### config.mk
export PLATFORM = sky130hd
export DESIGN_NAME = apu_mixer
export DESIGN_NICKNAME = d
export VERILOG_FILES = /design/src/rtl/apu_mixer_pkg.sv /design/src/rtl/apu_mixer_hpf.sv /design/src/rtl/apu_mixer.sv
export SDC_FILE = /design/constraint.sdc
export NUM_CORES = 1
export LEC_CHECK = 0
export CORE_AREA = 4 4 127 129
export DETAILED_ROUTE_END_ITERATION = 7
export DIE_AREA = 0 0 131 133
export GPL_ROUTABILITY_DRIVEN = 0
export PLACE_DENSITY = 0.6
export SLEW_MARGIN = 20
export SYNTH_ARGS = -nofsm -noshare
export SYNTH_HDL_FRONTEND = slang
export SYNTH_HIERARCHICAL = 1
export SYNTH_SLANG_ARGS = --single-unit
### constraint.sdc
create_clock -name apuv_4mhz -period 4.4 [get_ports apuv_4mhz]
set_input_delay 0.88 -clock apuv_4mhz [delete_from_list [all_inputs] [get_ports apuv_4mhz]]
set_output_delay 0.88 -clock apuv_4mhz [all_outputs]
set_load 0.01 [all_outputs]
### src/rtl/apu_mixer_pkg.sv
// Purpose: shared types, constants and DAC conversion helper for the APU stereo mixer.
// Latency: n/a (declarations only).
// Backpressure: n/a.
package apu_mixer_pkg;

    // Signed accumulator width: four channels of -15..+15 sum to -60..+60.
    localparam int ACC_W = 7;
    // Width of one signed channel contribution (-15..+15).
    localparam int CTB_W = 5;

    // Mixer sequencer states; FILTER is only reachable in the high-pass build.
    typedef enum logic [2:0] {
        IDLE,
        CH1,
        CH2,
        CH3,
        CH4,
        SCALE,
        FILTER
    } mix_state_t;

    // Per-sample snapshot of every mixer input, captured on the accepted strobe.
    typedef struct packed {
        logic [3:0][3:0] dac;
        logic [3:0]      en;
        logic [3:0]      lmix;
        logic [3:0]      rmix;
        logic [2:0]      lvol;
        logic [2:0]      rvol;
    } mix_cfg_t;

    // Map an unsigned 0..15 DAC code onto a symmetric -15..+15 level; a powered-off DAC is silent.
    function automatic logic signed [CTB_W-1:0] dac_to_signed(input logic [3:0] code, input logic en);
        logic signed [5:0] wide;
        wide = $signed({1'b0, code, 1'b0}) - 6'sd15;
        return en ? wide[CTB_W-1:0] : '0;
    endfunction

endpackage

### src/rtl/apu_mixer_hpf.sv
// Purpose: single-pole DC-blocking filter for one mixer side (y = x - cap, cap tracks x slowly).
// Latency: y is combinational from x; cap advances one step per en pulse.
// Backpressure: none; caller pulses en once per sample.
module apu_mixer_hpf #(
    parameter int OUT_W     = 10,
    parameter int HPF_SHIFT = 8
) (
    input  logic                    clk,
    input  logic                    rst,
    input  logic                    en,
    input  logic signed [OUT_W-1:0] x,
    output logic signed [OUT_W-1:0] y
);

    // cap holds OUT_W integer bits plus HPF_SHIFT fractional bits.
    localparam int CAP_W = OUT_W + HPF_SHIFT;

    logic signed [CAP_W-1:0] cap_q;
    logic signed [CAP_W:0]   diff;
    logic signed [OUT_W:0]   y_wide;
    logic signed [OUT_W-1:0] cap_int;

    assign cap_int = OUT_W'(cap_q >>> HPF_SHIFT);
    assign diff    = ((CAP_W + 1)'(x) <<< HPF_SHIFT) - (CAP_W + 1)'(cap_q);
    assign y_wide  = (OUT_W + 1)'(x) - (OUT_W + 1)'(cap_int);

    // Clamp the filtered output: a full-scale step against an opposite-sign cap can exceed OUT_W.
    always_comb begin
        y = y_wide[OUT_W-1:0];
        if (y_wide[OUT_W] != y_wide[OUT_W-1]) begin
            y = y_wide[OUT_W] ? {1'b1, {(OUT_W-1){1'b0}}} : {1'b0, {(OUT_W-1){1'b1}}};
        end
    end

    // Move cap a 2^-HPF_SHIFT fraction of the way towards x each sample.
    always_ff @(posedge clk) begin
        if (rst) begin
            cap_q <= '0;
        end else if (en) begin
            cap_q <= cap_q + CAP_W'(diff >>> HPF_SHIFT);
        end
    end

endmodule

### src/rtl/apu_mixer.sv
// Purpose: serial 4-channel stereo mixer with NR51 routing and NR50 master volume (optional APU_MIXER_HPF_EN DC block).
// Latency: out_valid 6 clocks after an accepted strobe (7 with APU_MIXER_HPF_EN).
// Backpressure: none; strobes arriving while busy are dropped and flagged on sticky overrun.
module apu_mixer
    import apu_mixer_pkg::*;
#(
    parameter int OUT_W     = 10,
    parameter int HPF_SHIFT = 8
) (
    input  logic                    apuv_4mhz,
    input  logic                    apu_reset,
    input  logic                    sample_stb,
    input  logic [3:0]              ch1_dac,
    input  logic [3:0]              ch2_dac,
    input  logic [3:0]              ch3_dac,
    input  logic [3:0]              ch4_dac,
    input  logic [3:0]              dac_en,
    input  logic [3:0]              lmixer,
    input  logic [3:0]              rmixer,
    input  logic [2:0]              lvol,
    input  logic [2:0]              rvol,
    output logic signed [OUT_W-1:0] left_out,
    output logic signed [OUT_W-1:0] right_out,
    output logic                    out_valid,
    output logic                    busy,
    output logic                    overrun
);

    // Out-of-range parameters stop elaboration rather than silently truncating samples.
    if (OUT_W < 10 || HPF_SHIFT < 1) begin : g_param_check
        $error("apu_mixer: OUT_W must be >= 10 and HPF_SHIFT >= 1");
    end

    mix_state_t              state_q, state_d;
    mix_cfg_t                cfg_q;
    mix_cfg_t                cfg_snap;
    logic signed [ACC_W-1:0] acc_l, acc_r;
    logic [1:0]              ch_idx;
    logic                    ch_active;
    logic signed [CTB_W-1:0] ctb;
    logic signed [4:0]       lvol_m, rvol_m;
    logic signed [11:0]      prod_l, prod_r;
    logic signed [OUT_W-1:0] scaled_l, scaled_r;
    logic                    stb_accept;

    assign cfg_snap = '{
        dac:  {ch4_dac, ch3_dac, ch2_dac, ch1_dac},
        en:   dac_en,
        lmix: lmixer,
        rmix: rmixer,
        lvol: lvol,
        rvol: rvol
    };

    assign busy       = (state_q != IDLE);
    assign stb_accept = (state_q == IDLE) && sample_stb;

    // Pick which snapshotted channel the current sequencer state is summing.
    always_comb begin
        ch_idx    = 2'd0;
        ch_active = 1'b0;
        case (state_q)
            CH1: begin ch_idx = 2'd0; ch_active = 1'b1; end
            CH2: begin ch_idx = 2'd1; ch_active = 1'b1; end
            CH3: begin ch_idx = 2'd2; ch_active = 1'b1; end
            CH4: begin ch_idx = 2'd3; ch_active = 1'b1; end
            default: ;
        endcase
    end

    assign ctb = dac_to_signed(cfg_q.dac[ch_idx], cfg_q.en[ch_idx]);

    // Master volume is a 1..8 multiplier; products stay within -480..+480.
    assign lvol_m   = $signed({2'b00, cfg_q.lvol}) + 5'sd1;
    assign rvol_m   = $signed({2'b00, cfg_q.rvol}) + 5'sd1;
    assign prod_l   = 12'(acc_l) * 12'(lvol_m);
    assign prod_r   = 12'(acc_r) * 12'(rvol_m);
    assign scaled_l = OUT_W'(prod_l);
    assign scaled_r = OUT_W'(prod_r);

    // Sequencer next state: one channel per clock, then scale (and filter when enabled).
    always_comb begin
        state_d = state_q;
        case (state_q)
            IDLE:   if (sample_stb) state_d = CH1;
            CH1:    state_d = CH2;
            CH2:    state_d = CH3;
            CH3:    state_d = CH4;
            CH4:    state_d = SCALE;
`ifdef APU_MIXER_HPF_EN
            SCALE:  state_d = FILTER;
`else
            SCALE:  state_d = IDLE;
`endif
            FILTER: state_d = IDLE;
            default: state_d = IDLE;
        endcase
    end

    // Sequencer state register.
    always_ff @(posedge apuv_4mhz) begin
        if (apu_reset) begin
            state_q <= IDLE;
        end else begin
            state_q <= state_d;
        end
    end

`ifdef APU_MIXER_HPF_EN
    logic signed [OUT_W-1:0] scl_l, scl_r;
    logic signed [OUT_W-1:0] filt_l, filt_r;
    logic                    filt_en;

    assign filt_en = (state_q == FILTER);

    apu_mixer_hpf #(.OUT_W(OUT_W), .HPF_SHIFT(HPF_SHIFT)) u_hpf_l (
        .clk (apuv_4mhz),
        .rst (apu_reset),
        .en  (filt_en),
        .x   (scl_l),
        .y   (filt_l)
    );

    apu_mixer_hpf #(.OUT_W(OUT_W), .HPF_SHIFT(HPF_SHIFT)) u_hpf_r (
        .clk (apuv_4mhz),
        .rst (apu_reset),
        .en  (filt_en),
        .x   (scl_r),
        .y   (filt_r)
    );
`endif

    // Datapath: snapshot on accept, accumulate per channel, scale, publish outputs, flag overruns.
    always_ff @(posedge apuv_4mhz) begin
        if (apu_reset) begin
            cfg_q     <= '0;
            acc_l     <= '0;
            acc_r     <= '0;
            left_out  <= '0;
            right_out <= '0;
            out_valid <= 1'b0;
            overrun   <= 1'b0;
`ifdef APU_MIXER_HPF_EN
            scl_l     <= '0;
            scl_r     <= '0;
`endif
        end else begin
            out_valid <= 1'b0;

            if (stb_accept) begin
                cfg_q <= cfg_snap;
                acc_l <= '0;
                acc_r <= '0;
            end

            if (ch_active) begin
                if (cfg_q.lmix[ch_idx]) acc_l <= acc_l + ACC_W'(ctb);
                if (cfg_q.rmix[ch_idx]) acc_r <= acc_r + ACC_W'(ctb);
            end

            if (sample_stb && busy) begin
                overrun <= 1'b1;
            end

`ifdef APU_MIXER_HPF_EN
            if (state_q == SCALE) begin
                scl_l <= scaled_l;
                scl_r <= scaled_r;
            end
            if (state_q == FILTER) begin
                left_out  <= filt_l;
                right_out <= filt_r;
                out_valid <= 1'b1;
            end
`else
            if (state_q == SCALE) begin
                left_out  <= scaled_l;
                right_out <= scaled_r;
                out_valid <= 1'b1;
            end
`endif
        end
    end

endmodule

Word-level counts from Yosys, hierarchy flattened
Index checks and enable logic that the tools add are counted.
{"block": "totals", "mem_count": 0, "input_bits": 37, "output_inout_bits": 23, "register_bits": 73, "rom_bits": 0, "ramBits": 0, "latch_bits": 0}
{"block": "op_classes", "n_lt_le_gt_ge": 1, "muxes": 20, "n_addsub": 5, "mul": 2, "bitwise_logic": 0, "div_mod_pow": 0, "n_reduce_logical": 5, "shift": 0, "n_eq_ne": 6}
{"op": "$mux 7", "n": 6}
{"op": "$mul 7x5->10", "n": 2}
{"op": "$pmux 3 s5", "n": 1}
{"op": "$add 7x5->7", "n": 2}
{"op": "$add 3x1->4 const B", "n": 2}
{"op": "$bmux 4 s2", "n": 1}
{"op": "$bmux 1 s2", "n": 3}
{"op": "$eq 3x2->1 const B", "n": 2}
{"op": "$eq 3x3->1 const B", "n": 2}
{"op": "$pmux 2 s3", "n": 1}
{"op": "$mux 1", "n": 5}
{"op": "$mux 5", "n": 1}
{"op": "$sub 5x4->5 const B", "n": 1}
{"op": "$mux 4", "n": 1}
{"op": "$reduce_or 4->1", "n": 1}
{"op": "$eq 3x1->1 const B", "n": 1}
{"op": "$logic_not 3->1", "n": 1}
{"op": "$lt 2x3->1 const B", "n": 1}
{"op": "$mux 3", "n": 1}
{"op": "$reduce_bool 3->1", "n": 1}
{"op": "$logic_and 1x1->1", "n": 2}
{"op": "$ne 2x2->1 const B", "n": 1}

Longest topological paths before layout
{"block": "logic_depth", "depth_word": 9, "mapped_depth": 15, "mapped_depth_nobuf": 15}

Worst setup path before layout
OpenSTA, ideal clock, no wires.
{"block": "synth_path", "kind": "register to register", "start": "register cfg_q[0] in the netlist's numbering", "end": "register right_out[8]", "synth_period_minus_slack_ns": 3.609, "arrival_ns": 3.547, "n_path_buf": 0, "setup_slack_ns": 0.791, "stages_incl_launch_ff": 16, "path_cell_list": "dfxtp_1 > ha_1 > xor2_1 > and2_1 > ha_1 > inv_1 > fa_1 > fa_1 > inv_1 > ha_1 > nor2b_1 > o21ai_0 > a21boi_0 > o21ai_0 > or4_1 > nand3_1"}
{"block": "synth_between", "elab_chain_len": 2}
{"element": "from (decl)", "line_no": "apu_mixer.sv:35", "source": "mix_cfg_t cfg_q;"}
{"element": "from (signal assigned)", "line_no": "apu_mixer.sv:151", "source": "cfg_q <= cfg_snap;"}
{"element": "$add 3x1->4", "line_no": "apu_mixer.sv:75", "source": "assign rvol_m = $signed({2'b00, cfg_q.rvol}) + 5'sd1;"}
{"element": "$mul 7x5->10", "line_no": "apu_mixer.sv:77", "source": "assign prod_r = 12'(acc_r) * 12'(rvol_m);"}
{"element": "to (signal assigned)", "line_no": "apu_mixer.sv:178", "source": "right_out <= scaled_r;"}
{"element": "to (decl)", "line_no": "apu_mixer.sv:23", "source": "output logic signed [OUT_W-1:0] right_out,"}
No other way between the ends.
A chain may end at the register's enable or synchronous reset.

Worst setup path after layout
{"block": "layout_path", "start": "register cfg_q[3] in the netlist's numbering", "end": "register left_out[8]"}
{"block": "layout_between", "elab_chain_len": 2}
{"element": "$add 3x1->4", "line_no": "apu_mixer.sv:74", "source": "assign lvol_m = $signed({2'b00, cfg_q.lvol}) + 5'sd1;"}
{"element": "$mul 7x5->10", "line_no": "apu_mixer.sv:76", "source": "assign prod_l = 12'(acc_l) * 12'(lvol_m);"}
{"element": "to (signal assigned)", "line_no": "apu_mixer.sv:177", "source": "left_out <= scaled_l;"}
{"element": "to (decl)", "line_no": "apu_mixer.sv:22", "source": "output logic signed [OUT_W-1:0] left_out,"}
No other way between the ends.

==> reports/qor.yml <==
status: "completed"
hold_viol: 0
dr.pass1.iters: 5
drc: 0
crit_path_max_fanout: 12
grt_usage_pct: 13.3
holdBufCountCts: 0
clock-root-buffer: "clkbuf_16"
dpl.hpwl_um: 8650
cts_buffers: 9
grt_max_degree: 43
ctsLongestPathBuffers: 2
syn_area_mm2: 0.00517
clock-sinks: 73
synth_area_leaders: "dfxtp_1 (28%), ha_1 (12%), fa_1 (10%)"
start_util_pct: 34.4
synth-main-ff-cell: "dfxtp_1"
viasPerCell: 4.89
timing.hold.ws_ns: 0.450
r2r_setup_slack_ns: 0.34
finalNetCount: 773
core_mm2: 0.0150
area_growth_pct: 21.2
ios: 60
post-cts-setup-buffers: 0
fin_crit_ns: 4.06
drive_gt1_share_pct: 5.10
fmax_mhz: 246
crit_type: "reg -> reg"
power_density_mw_per_mm2: 289
syn_inst: 614
synth_top_cell_area_share_pct: 28.3
cp_data_required_time_ns: 4.67
synth_enable_flop_cells: 0
rows: 45
nFillCells: 1466
grt_pass1_vias: 4176
syn_area_per_cell_um2: 8.42
yosysTopAreaCell: "dfxtp_1"
endpoint_kind: "flip-flop"
slew_headroom_pct: 31.2
cp-start-kind: "flip-flop"
ys.warnings.count: 6
fin_skew_ns: 0.00833
die_w_um: 131
finalSetupTns_ns: 0
synth_cell_type_count: 50
p_leak_nw: 2.67
cap_viol_max_count: 0
rsz0062_at_grt: "no"
grt_pass1_wl_um: 19400
fp.dieArea_mm2: 0.0174
dp_slack_ns: 0.284
async_reset_ff_share_pct: 0
cts_tree: "built"
htree_levels: 3
hp-class: "reg -> reg"
portBuffers: 59
dieHeight_um: 133
tightest_slew_ns: 1.03
vias: 4178
gr-total-overflow: 0
finalMaxSlewViolations: 0
final.period_utilization_pct: 92.2
antenna_cells: 0
setup_ws_ns: 0.341
antenna_left: 0
wirelength_um: 11200
final-setup-viol-count: 0
layout_common_cells: "nand2_1 (111), a21oi_1 (73), dfxtp_1 (72), clkdlybuf4s50_1 (58), ha_1 (48)"
synth_seq_cells: 73
syn_nets: 725
first_iter_violations: 176
layout_commonest_cell: "nand2_1"
cp.arrival_ns: 4.33
clkTransAtPathRegs_ns: 0.06
ir_drop_mv: 0.194
cts.repair.resized: 0
clkLatencyLatePin_ns: 0.33
ys_seq_area_share_pct: 28.3
antenna_found_initial: 0
wl_per_cell_um: 13.0
## worst max-delay path, cell delays in order, from the launching register on
cell and delay (ns):
dfxtp_1 0.54, ha_1 0.30, xor2_2 0.24, and2_1 0.17, ha_1 0.23, inv_1 0.08
fa_1 0.42, fa_1 0.55, inv_1 0.04, ha_1 0.31, nor2b_1 0.17, o21ai_0 0.11
a21boi_0 0.22, o21ai_0 0.13, or4_1 0.40, nand3_1 0.09
## layer usage
metal,track usage (%),vias to the layer above,part of all wire (%)
met5,0,-,0
met4,3.26,0,0.98
met3,2.99,12,4.2
met2,20.4,95,45
met1,18.9,1906,50
li1,-,2165,-
## worst paths after layout
path	startpoint	end	cells after the start
setup / recovery	cfg_q[3]	left_out[8]	15
hold / removal	left_out[6]	left_out[6]	2
setup reg to reg	cfg_q[3]	left_out[8]	15
hold reg to reg	left_out[6]	left_out[6]	2
## stage by stage
| step | total power [W] | instances | instance area [µm²] | util [%] |
|---|---|---|---|---|
| after detailed placement | 0.000974 | 839 | 5910 | 39.3 |
| after global placement | 0.000967 | 839 | 5910 | 39.3 |
| final | 0.00181 | 855 | 6270 | 41.7 |
| after CTS | 0.00183 | 855 | 6260 | 41.6 |
| after global routing | 0.00189 | 855 | 6270 | 41.7 |
| after floorplan | 0.000893 | 614 | 5170 | - |
## cell type report
cell class	instances	area [µm²]	area share, %
clock buffers	9	225	3.59
clock inverters	7	124	1.98
flip-flops and latches	73	1460	23.3
multi-input cells	469	3430	54.8
repair buffers	63	616	9.82
well taps	188	235	3.75
inverters	46	173	2.76
## cell families after synthesis
logic type      count (synthesis)  share of synthesized area [%]
compound gates                129                           15.0
xor+xnor                       23                           4.43
fa+ha+maj                      74                           21.7
buf+inv                        72                           5.54
flops                          73                           28.3
mux                            11                           2.98
simple gates                  232                           22.1
## report_power, final
group / switching [W] / internal [W]
sequential: 0.0000316 / 0.000693
combinational: 0.000127 / 0.000107
clock: 0.000292 / 0.000558
## cell usage after synthesis (3+ instances only)
library cell,count
xor2_1,8
nor2b_1,14
clkbuf_1,20
xnor2_1,13
nor4b_1,4
a21o_1,6
nor2_1,15
fa_1,26
a211oi_1,10
a21oi_1,73
mux2i_1,3
ha_1,48
a21boi_0,4
nand2b_1,9
and2_1,39
or3_1,5
buf_2,4
nand3_1,13
mux2_1,3
mux4_2,3
dfxtp_1,73
nor3_1,7
nand2_1,111
inv_1,46
o21ai_0,12
o21a_1,6
and3_1,4
## registers in the layout, summed over array words and instances, names as in the netlist
register and count:
cfg_q 34, left_out 10, right_out 10, acc_l 7, acc_r 7, state_q 3, out_valid 1, overrun 1
No activity file was read; power rests on OpenSTA's default activity.
